$ cat src/rtl/hazard_ctrl.sv
// Hazard controller for the 5-stage pipeline: EX operand forwarding, load-use and
// branch hazard handling, multi-cycle multiply sequencing and a stall-cycle counter.
module hazard_ctrl #(
  parameter int unsigned REG_WORDS  = 32,
  parameter int unsigned ADDR_LEFT  = $clog2(REG_WORDS) - 1,
  parameter int unsigned MUL_CYCLES = 4,
  parameter int unsigned CNT_BITS   = 16
) (
  input  logic                clk,
  input  logic                rst,
  input  logic [ADDR_LEFT:0]  r1_addr_s2,
  input  logic [ADDR_LEFT:0]  r2_addr_s2,
  input  logic                r1_used_s2,
  input  logic                r2_used_s2,
  input  logic [ADDR_LEFT:0]  r1_addr_s3,
  input  logic [ADDR_LEFT:0]  r2_addr_s3,
  input  logic                rw_s3,
  input  logic [ADDR_LEFT:0]  waddr_s3,
  input  logic                mem_rd_s3,
  input  logic                mul_start_s3,
  input  logic                br_taken_s3,
  input  logic                rw_s4,
  input  logic [ADDR_LEFT:0]  waddr_s4,
  input  logic                rw_s5,
  input  logic [ADDR_LEFT:0]  waddr_s5,
  output logic                stall_s1,
  output logic                stall_s2,
  output logic                stall_s3,
  output logic                flush_s2,
  output logic                bubble_s3,
  output logic                bubble_s4,
  output logic [1:0]          fwd_r1_sel,
  output logic [1:0]          fwd_r2_sel,
  output logic                mul_busy,
  output logic                mul_done,
  output logic [CNT_BITS-1:0] stall_cnt
);

  localparam int unsigned MW = $clog2(MUL_CYCLES);

  typedef enum logic {RUN, MUL_WAIT} state_t;

  state_t        state, state_nxt;
  logic [MW-1:0] mcnt;
  logic          lu;
  logic          mul_last;

  function automatic logic [1:0] fwd_sel(input logic [ADDR_LEFT:0] src);
    if (rw_s4 && waddr_s4 != '0 && src == waddr_s4)      fwd_sel = 2'b01;
    else if (rw_s5 && waddr_s5 != '0 && src == waddr_s5) fwd_sel = 2'b10;
    else                                                 fwd_sel = 2'b00;
  endfunction

  assign lu = mem_rd_s3 && rw_s3 && waddr_s3 != '0 &&
              ((r1_used_s2 && r1_addr_s2 == waddr_s3) ||
               (r2_used_s2 && r2_addr_s2 == waddr_s3));

  assign mul_last = (state == MUL_WAIT) && (mcnt == '0);

  always_ff @(posedge clk) begin
    if (rst) begin
      state    <= RUN;
      mcnt     <= '0;
      mul_done <= 1'b0;
    end else begin
      state    <= state_nxt;
      mul_done <= mul_last;
      if (state == RUN && mul_start_s3) mcnt <= MW'(MUL_CYCLES - 2);
      else if (state == MUL_WAIT && mcnt != '0) mcnt <= mcnt - 1'b1;
    end
  end

  always_comb begin
    state_nxt = state;
    case (state)
      RUN:      if (mul_start_s3) state_nxt = MUL_WAIT;
      MUL_WAIT: if (mcnt == '0) state_nxt = RUN;
      default:  state_nxt = RUN;
    endcase
  end

  always_comb begin
    stall_s1   = 1'b0;
    stall_s2   = 1'b0;
    stall_s3   = 1'b0;
    flush_s2   = 1'b0;
    bubble_s3  = 1'b0;
    bubble_s4  = 1'b0;
    fwd_r1_sel = 2'b00;
    fwd_r2_sel = 2'b00;
    mul_busy   = 1'b0;
    if (!rst) begin
      fwd_r1_sel = fwd_sel(r1_addr_s3);
      fwd_r2_sel = fwd_sel(r2_addr_s3);
      mul_busy   = (state == MUL_WAIT);
      case (state)
        RUN: begin
          if (mul_start_s3) begin
            stall_s1  = 1'b1;
            stall_s2  = 1'b1;
            stall_s3  = 1'b1;
            bubble_s4 = 1'b1;
          end else if (br_taken_s3) begin
            flush_s2  = 1'b1;
            bubble_s3 = 1'b1;
          end else if (lu) begin
            stall_s1  = 1'b1;
            stall_s2  = 1'b1;
            bubble_s3 = 1'b1;
          end
        end
        MUL_WAIT: begin
          // Final multiply cycle releases the pipe so the result leaves EX.
          if (!mul_last) begin
            stall_s1  = 1'b1;
            stall_s2  = 1'b1;
            stall_s3  = 1'b1;
            bubble_s4 = 1'b1;
          end
        end
        default: ;
      endcase
    end
  end

  always_ff @(posedge clk) begin
    if (rst)                              stall_cnt <= '0;
    else if (stall_s1 && stall_cnt != '1) stall_cnt <= stall_cnt + 1'b1;
  end

endmodule

$ cat config.mk
export PLATFORM = sky130hd
export DESIGN_NAME = hazard_ctrl
export DESIGN_NICKNAME = d
export VERILOG_FILES = /design/src/rtl/hazard_ctrl.sv
export SDC_FILE = /design/constraint.sdc
export NUM_CORES = 1
export LEC_CHECK = 0
export ABC_AREA = 0
export ABC_CLOCK_PERIOD_IN_PS = 3000
export BUFFER_PORTS_ARGS = -buffer_cell sky130_fd_sc_hd__buf_2
export CORE_ASPECT_RATIO = 0.5
export CORE_MARGIN = 2
export CORE_UTILIZATION = 40
export CTS_BUF_LIST = sky130_fd_sc_hd__clkbuf_16
export DETAILED_ROUTE_END_ITERATION = 8
export GPL_TIMING_DRIVEN = 0
export PLACE_DENSITY_LB_ADDON = 0.08
export SETUP_SLACK_MARGIN = 0.05
export SLEW_MARGIN = 20
export SYNTH_ARGS = -nofsm -noshare
export SYNTH_HDL_FRONTEND = slang
export SYNTH_SLANG_ARGS = --single-unit
$ cat constraint.sdc
create_clock -name clk -period 3 [get_ports clk]
set_input_delay 0.15 -clock clk [delete_from_list [all_inputs] [get_ports clk]]
set_output_delay 0.15 -clock clk [all_outputs]
set_load 0.005 [all_outputs]
# Word-level counts from Yosys, hierarchy flattened
# Index checks and enable logic that the tools add are counted.
# totals
register_bits	20
input_bits	45
# classes
n_addsub	2
eq_ne	7
n_mux	28
n_bitwise	1
reduce_logical	23
# op_table
op	n
$eq A5 B5 Y1	6
$mux W1	17
$add A16 B1 Y16 const B	1
$mux W2	8
$ne A16 B16 Y1 const B	1
$logic_and A1 B1 Y1	15
$reduce_bool A5 Y1	3
$pmux W1 S2	3
$reduce_bool A2 Y1	2
$logic_not A2 Y1	1
$reduce_or A2 Y1	1
$sub A2 B1 Y2 const B	1
$logic_or A1 B1 Y1	1
$not A1 Y1	1

# Logic depth before layout (Yosys ltp)
# Gate-level depths: netlist (run 1).
# depth
depth_word	10
mapped_depth	9
depth_no_buf	7

# Worst setup path before layout (run 1)
# No wires, ideal clock.
# synth_timing
path_type	register to register
start	register mcnt[0]
end	register stall_cnt[10]
setup_ps	71
t_arrival_ps	1855
required_ps	2929
path_slack_ps	1074
stages_incl_launch_ff	9
cell_sequence	dfxtp_1 > inv_1 > ha_1 > a211o_1 > a311oi_2 > a21oi_2 > buf_6 > or3_1 > a21oi_1
# synth_between
elab_chain_len	6
# synth_lines
element	line_no	text
start: declaration	44	logic [MW-1:0] mcnt;
start signal: assignment	68	if (state == RUN && mul_start_s3) mcnt <= MW'(MUL_CYCLES - 2);
start signal: assignment	69	else if (state == MUL_WAIT && mcnt != '0) mcnt <= mcnt - 1'b1;
$logic_not A2 Y1	58	assign mul_last = (state == MUL_WAIT) && (mcnt == '0);
$logic_and A1 B1 Y1	58	
$mux W1	114	if (!mul_last) begin
$pmux W1 S2	96	case (state)
$mux W1	92	if (!rst) begin
$logic_and A1 B1 Y1	128	else if (stall_s1 && stall_cnt != '1) stall_cnt <= stall_cnt + 1'b1;
end signal: assignment	128	
end: declaration	36	output logic [CNT_BITS-1:0] stall_cnt
# No other way between the ends.
# A chain may end at the register's enable or synchronous reset.

# Final worst setup path (run 1)
# layout_timing
start	register mcnt[0]
end	register stall_cnt[14]
# The elaborated chain is that of the path after synthesis.

==> results.cfg, run 1 <==
[outcome]
outcome = complete, no violations

[setup_path]
r2r_end = stall_cnt[14]
path_cells = inv_1, ha_1, a211o_1, a311oi_2, a21oi_2, buf_6, or3_1, a21oi_1
max_stage_delay_ns = 0.34
regToRegStartpoint = mcnt[0]
required_ns = 3.18
r2r_cells = 8
cp.arrival_ns = 2.26
crit_path_max_fanout = 10
endpoint_kind = flop
crit_type = flop to flop
cpMaxStageDelayCell = dfxtp_1
start_kind = flop
timing.reg2reg.setup_slack_ns = 0.92
crit_cells = 8
crit_family = compound AO/OA/AOI/OAI gates
path_buf_inv = 2

[run]
drv_cap = 0

[sta]
timing.hold.ws_ns = 0.3557
rsz0062_at_grt = no
hold_viol_final = 0
fmax_ghz = 0.4797
layout_worst_path_cycle_share_pct = 69.48
timing.final.ws_setup_ns = 0.9155
period_minus_slack_ns = 2.084
fin_skew_ns = 0.005378
setup_viol = 0
slew_headroom_pct = 68.73
tightest_slew_ns = 0.4691
setup_tns_ns = 0
drv_slew = 0

[hold_path]
hold_depth = 4
min_from = mul_start_s3
hold_class = primary input to flop
holdPathEnd = mcnt[0]

[layout]
fillers = 338
seq_area_um2 = 400.4
final_cell_area_um2 = 1939
syn2layout_area_growth_pct = 34.55
fin_nets = 299
num_antenna_cells = 0
multiInputGateArea_um2 = 949.7
drive_gt1_share_pct = 34.26

[placement]
place_ws_ns = 0.9223
placed_area_um2 = 1861
port_buffers = 71
gp_congestion = 0.8211
dpl.hpwl_um = 2939

[routing]
wl_per_cell_um = 11.93
drt_wl_total_um = 3602
vias = 1544
drtIter0Drc = 36
antenna_left = 0
routed_via_density = 5.113
drc = 0
drt_pass1_iterations = 4

[clock_tree]
clock_latency_ns = 0.25
clk_pin_slew_worst_paths_ns = 0.05
clock_path_buffers = 2
cts.sink_count = 20
root_buffer = clkbuf_16
cts_buffers = 3
cts_hold_buf = 0
ctsResizeCount = 0
cts_setup_buffers = 0
ctsHtreeMaxLevel = 1
cts_tree = yes

[floorplanning]
ios = 73
rows = 15
core-area_um2 = 3435
die_w_um = 88.90
die-area_um2 = 4129
die_h_um = 46.45
initial_core_util_pct = 41.97

[pwr]
seqPwrFrac_pct = 39.0
switching_share_pct = 25.83
p_switching_mw = 0.1861
p_leak_nw = 0.8270
pwr_density_cell_nw_per_um2 = 371.6
p_clk_share_pct = 38.1
combPwrFrac_pct = 22.8
power_mw = 0.7206
intPower_mw = 0.5345
vdd_drop_max_mv = 0.2030

[synth]
synth_seq_cells = 20
synth_edf_count = 0
netlist_area_um2 = 1441
async_flop_share_pct = 0
synth_cells = 176
yosysWarnings = 0
syn_area_per_cell_um2 = 8.190
mappedNetlistNets = 223
synth-seq-area-share_pct = 27.78
ys.flop_type = dfxtp_1
ys_types = 37

[global_routing]
grt_max_degree = 12
grt_pass1_wl_um = 5513
track_usage_pct = 17.24
grt-ovfl-total = 0
antenna_found_initial = 0
grt_pass1_vias = 1328
## worst min-delay path: stages
cell and delay (ns):
buf_2 0.10, nor2_1 0.05, a21oi_1 0.16, a211oi_1 0.09
## synth_stat cells, types with 4 or more instances
master	number	area, µm²
nand3_1	8	40.04
inv_1	6	22.52
xor2_1	11	96.34
a21oi_1	14	70.07
or4_1	5	37.54
nor4_1	5	31.28
dfxtp_1	20	400.4
o21ai_1	7	35.03
nand2_1	10	37.54
nand4_1	4	25.02
or3_1	13	81.33
o21ai_0	8	40.04
xnor2_1	20	175.2
nor2_1	6	22.52
## cell usage in the layout, fill, tap and decap left out, types with 3 or more instances in the layout
master,count
a21oi_1,14
a21oi_2,3
and3_1,3
buf_2,71
clkbuf_1,3
clkbuf_16,3
dfxtp_1,20
inv_1,6
nand2_1,10
nand3_1,8
nand4_1,4
nor2_1,6
nor2b_1,3
nor4_1,5
o21ai_0,8
o21ai_1,7
or3_1,13
or4_1,5
xnor2_1,20
xor2_1,11
## metrics by stage
stage                     util (%)  std cells
after global placement       54.17        298
after global routing         56.47        302
after floorplan                  -        176
after detailed placement     54.17        298
final                        56.47        302
after CTS                    56.47        302
## cell families after synthesis
kind of cell,after synthesis,synth area share (%)
DFF,20,27.78
muxes,1,0.6945
buffers and inverters,14,6.336
and+or+nand+nor,65,25.87
xor gates and xnor gates,31,18.84
AOI/OAI and AO/OA,43,18.75
adders and majority gates,2,1.736
## power by group through the flow
stage	Sequential [mW]	Combinational, mW	Clock [mW]
3_3_place_gp	0.287	0.163	0
4_1_cts	0.281	0.167	0.280
5_1_grt	0.282	0.183	0.292
6_report	0.281	0.165	0.275
2_1_floorplan	0.286	0.0960	0
3_5_place_dp	0.287	0.166	0
## routing by layer
| metal | GRT usage, % | part of all wire [%] | up-vias |
|---|---|---|---|
| met5 | 0 | 0 | - |
| met3 | 4.122 | 9.1 | 2 |
| met2 | 32.09 | 43 | 62 |
| li1 | - | - | 796 |
| met4 | 3.636 | 0.53 | 0 |
| met1 | 20.64 | 48 | 684 |
## how the worst max path moves through the flow
stage	startpoint	to	slack (ns)
6_report	mcnt[0]	stall_cnt[14]	0.92
5_1_grt	mcnt[0]	stall_cnt[14]	0.76
4_1_cts	mcnt[0]	stall_cnt[14]	0.90
3_5_place_dp	mcnt[0]	stall_cnt[10]	0.92
3_3_place_gp	mcnt[0]	stall_cnt[12]	0.96
2_1_floorplan	mcnt[0]	stall_cnt[10]	1.07
## state kept, by name, summed over array words and instances, names as in the netlist
register / cells
mcnt: 2
mul_done: 1
stall_cnt: 16
state: 1
## cell type report
class / instances / share of cell area [%]
inverters: 6 / 1.161
flip-flops and latches: 20 / 20.65
repair buffers: 71 / 18.32
clock inverters: 1 / 0.1935
well taps: 51 / 3.290
plain buffers: 8 / 3.548
clock buffers: 3 / 3.871
multi-input cells: 142 / 48.97
Power figures use the tool's default switching activity.
==> run 2, diff against run 1 <==
--- a/config.mk
+++ b/config.mk
@@ -6,7 +6,7 @@
 export NUM_CORES = 1
 export LEC_CHECK = 0
 export ABC_AREA = 0
-export ABC_CLOCK_PERIOD_IN_PS = 3000
+export ABC_CLOCK_PERIOD_IN_PS = 1900
 export BUFFER_PORTS_ARGS = -buffer_cell sky130_fd_sc_hd__buf_2
 export CORE_ASPECT_RATIO = 0.5
 export CORE_MARGIN = 2
==> constraint.sdc (replaced) <==
create_clock -name clk -period 1.9 [get_ports clk]
set_input_delay 0.095 -clock clk [delete_from_list [all_inputs] [get_ports clk]]
set_output_delay 0.095 -clock clk [all_outputs]
set_load 0.005 [all_outputs]
==> run 2 against run 1 <==
Effect of this change: sequential cell count unchanged; combinational power increased by 86%; critical path depth decreased by 1.
==> results.cfg, run 2 (synthesized netlist as in run 1, its figures left out) <==
[routing]
vias = 1577
routed_via_density = 5.038
drt_wl_total_um = 3910
drtIter0Drc = 56
wl_per_cell_um = 12.49
drc = 0
drt_pass1_iterations = 4
antenna_left = 0

[floorplanning]
ios = 73
die_h_um = 46.45
core-area_um2 = 3435
die-area_um2 = 4129
initial_core_util_pct = 41.97
die_w_um = 88.90
rows = 15

[sta]
layout_worst_path_cycle_share_pct = 98.74
fin_skew_ns = 0.003767
setup_viol = 0
setup_tns_ns = 0
hold_viol_final = 0
fmax_ghz = 0.5330
timing.hold.ws_ns = 0.3016
timing.final.ws_setup_ns = 0.02400
drv_slew = 0
tightest_slew_ns = 0.5532
rsz0062_at_grt = yes
period_minus_slack_ns = 1.876
slew_headroom_pct = 63.12

[clock_tree]
cts_tree = yes
clock_path_buffers = 2
cts.sink_count = 20
clock_latency_ns = 0.25
ctsHtreeMaxLevel = 1
cts_hold_buf = 0
clk_pin_slew_worst_paths_ns = 0.06
cts_buffers = 3
root_buffer = clkbuf_16

[outcome]
outcome = complete, no violations

[setup_path]
endpoint_kind = flop
cpMaxStageDelayCell = dfxtp_4
crit_type = flop to flop
start_kind = flop
max_stage_delay_ns = 0.36
cp.arrival_ns = 2.05
r2r_cells = 7
cp_common_cell = a21oi_2
required_ns = 2.08
crit_path_max_fanout = 9
path_cells = and4_1, and3_4, a311oi_2, a21oi_2, buf_6, or3_1, a21oi_2

[layout]
syn2layout_area_growth_pct = 50.35
drive_gt1_share_pct = 48.85
fin_nets = 310
final_common_cell = buf_2
num_antenna_cells = 0
largest_reg_flops = 16
layout_common_cells = buf_2 (72), xnor2_1 (20)
post-route-util_pct = 63.10
regMostFlops = stall_cnt
fillers = 299
reg_top3 = stall_cnt (16), mcnt (2)

[placement]
place_ws_ns = -0.08233
dpl.hpwl_um = 2915
port_buffers = 71
gp_congestion = 0.7774

[hold_path]
hold_depth = 4
hold_class = primary input to flop

[pwr]
pwr_density_cell_nw_per_um2 = 613.2
power_mw = 1.329
p_leak_nw = 0.9052
vdd_drop_max_mv = 0.3084

[global_routing]
grt-ovfl-total = 0
grt_max_degree = 13
grt_pass1_vias = 1319
antenna_found_initial = 0
grt_pass1_wl_um = 5568
track_usage_pct = 17.71

[run]
drv_cap = 0
-- run 2: routing by layer --
layer / track usage (%) / vias up / routed length (µm)
met4: 3.636 / 0 / 22
met1: 21.73 / 703 / 1850
met3: 3.584 / 2 / 306
met5: 0 / - / 0
met2: 32.84 / 58 / 1731
li1: - / 814 / -
-- run 2: metrics by stage --
step | cells | cell area [µm²]
2_1_floorplan | 176 | 1444
3_3_place_gp | 298 | 1863
3_5_place_dp | 298 | 1863
4_1_cts | 306 | 2038
5_1_grt | 313 | 2167
6_report | 313 | 2167
-- run 2: path summary, 6_finish.rpt --
kind	start	end	slack [ns]
worst max-delay path	stall_cnt[11]	stall_cnt[7]	0.02
worst max register to register	stall_cnt[11]	stall_cnt[7]	0.02
worst min register to register	stall_cnt[9]	stall_cnt[9]	0.47
worst min-delay path	mul_start_s3	mcnt[0]	0.30
-- run 2: final cells by class --
class	count	area (µm²)	share of cell area (%)
buffer	8	68.82	3.176
inverter	6	22.52	1.039
timing repair buffer	82	452.9	20.90
sequential	20	426.7	19.69
tap	51	63.81	2.945
clock buffer	3	75.07	3.464
clock inverter	1	30.03	1.386
multi-input combinational	142	1027	47.40
-- run 2: critical path: cells and delay by family (launching register included) --
kind,cells,cell delay (ns)
AOI/OAI and AO/OA,3,0.53
DFF,1,0.36
and+or+nand+nor,3,0.74
buffers and inverters,1,0.17
-- run 2: what timing repair did --
action,CTS,global route
setup buffers,3,6
pin swaps,26,6
resized for setup,19,21
endpoints found under the setup margin,16,18
cloned,1,1
-- run 2: where the power goes --
group / internal, mW / leakage, nW / switching, mW / total, mW
clock network: 0.418 / 0.0511 / 0.161 / 0.579
registers: 0.429 / 0.169 / 0.0144 / 0.443
logic: 0.164 / 0.685 / 0.143 / 0.307
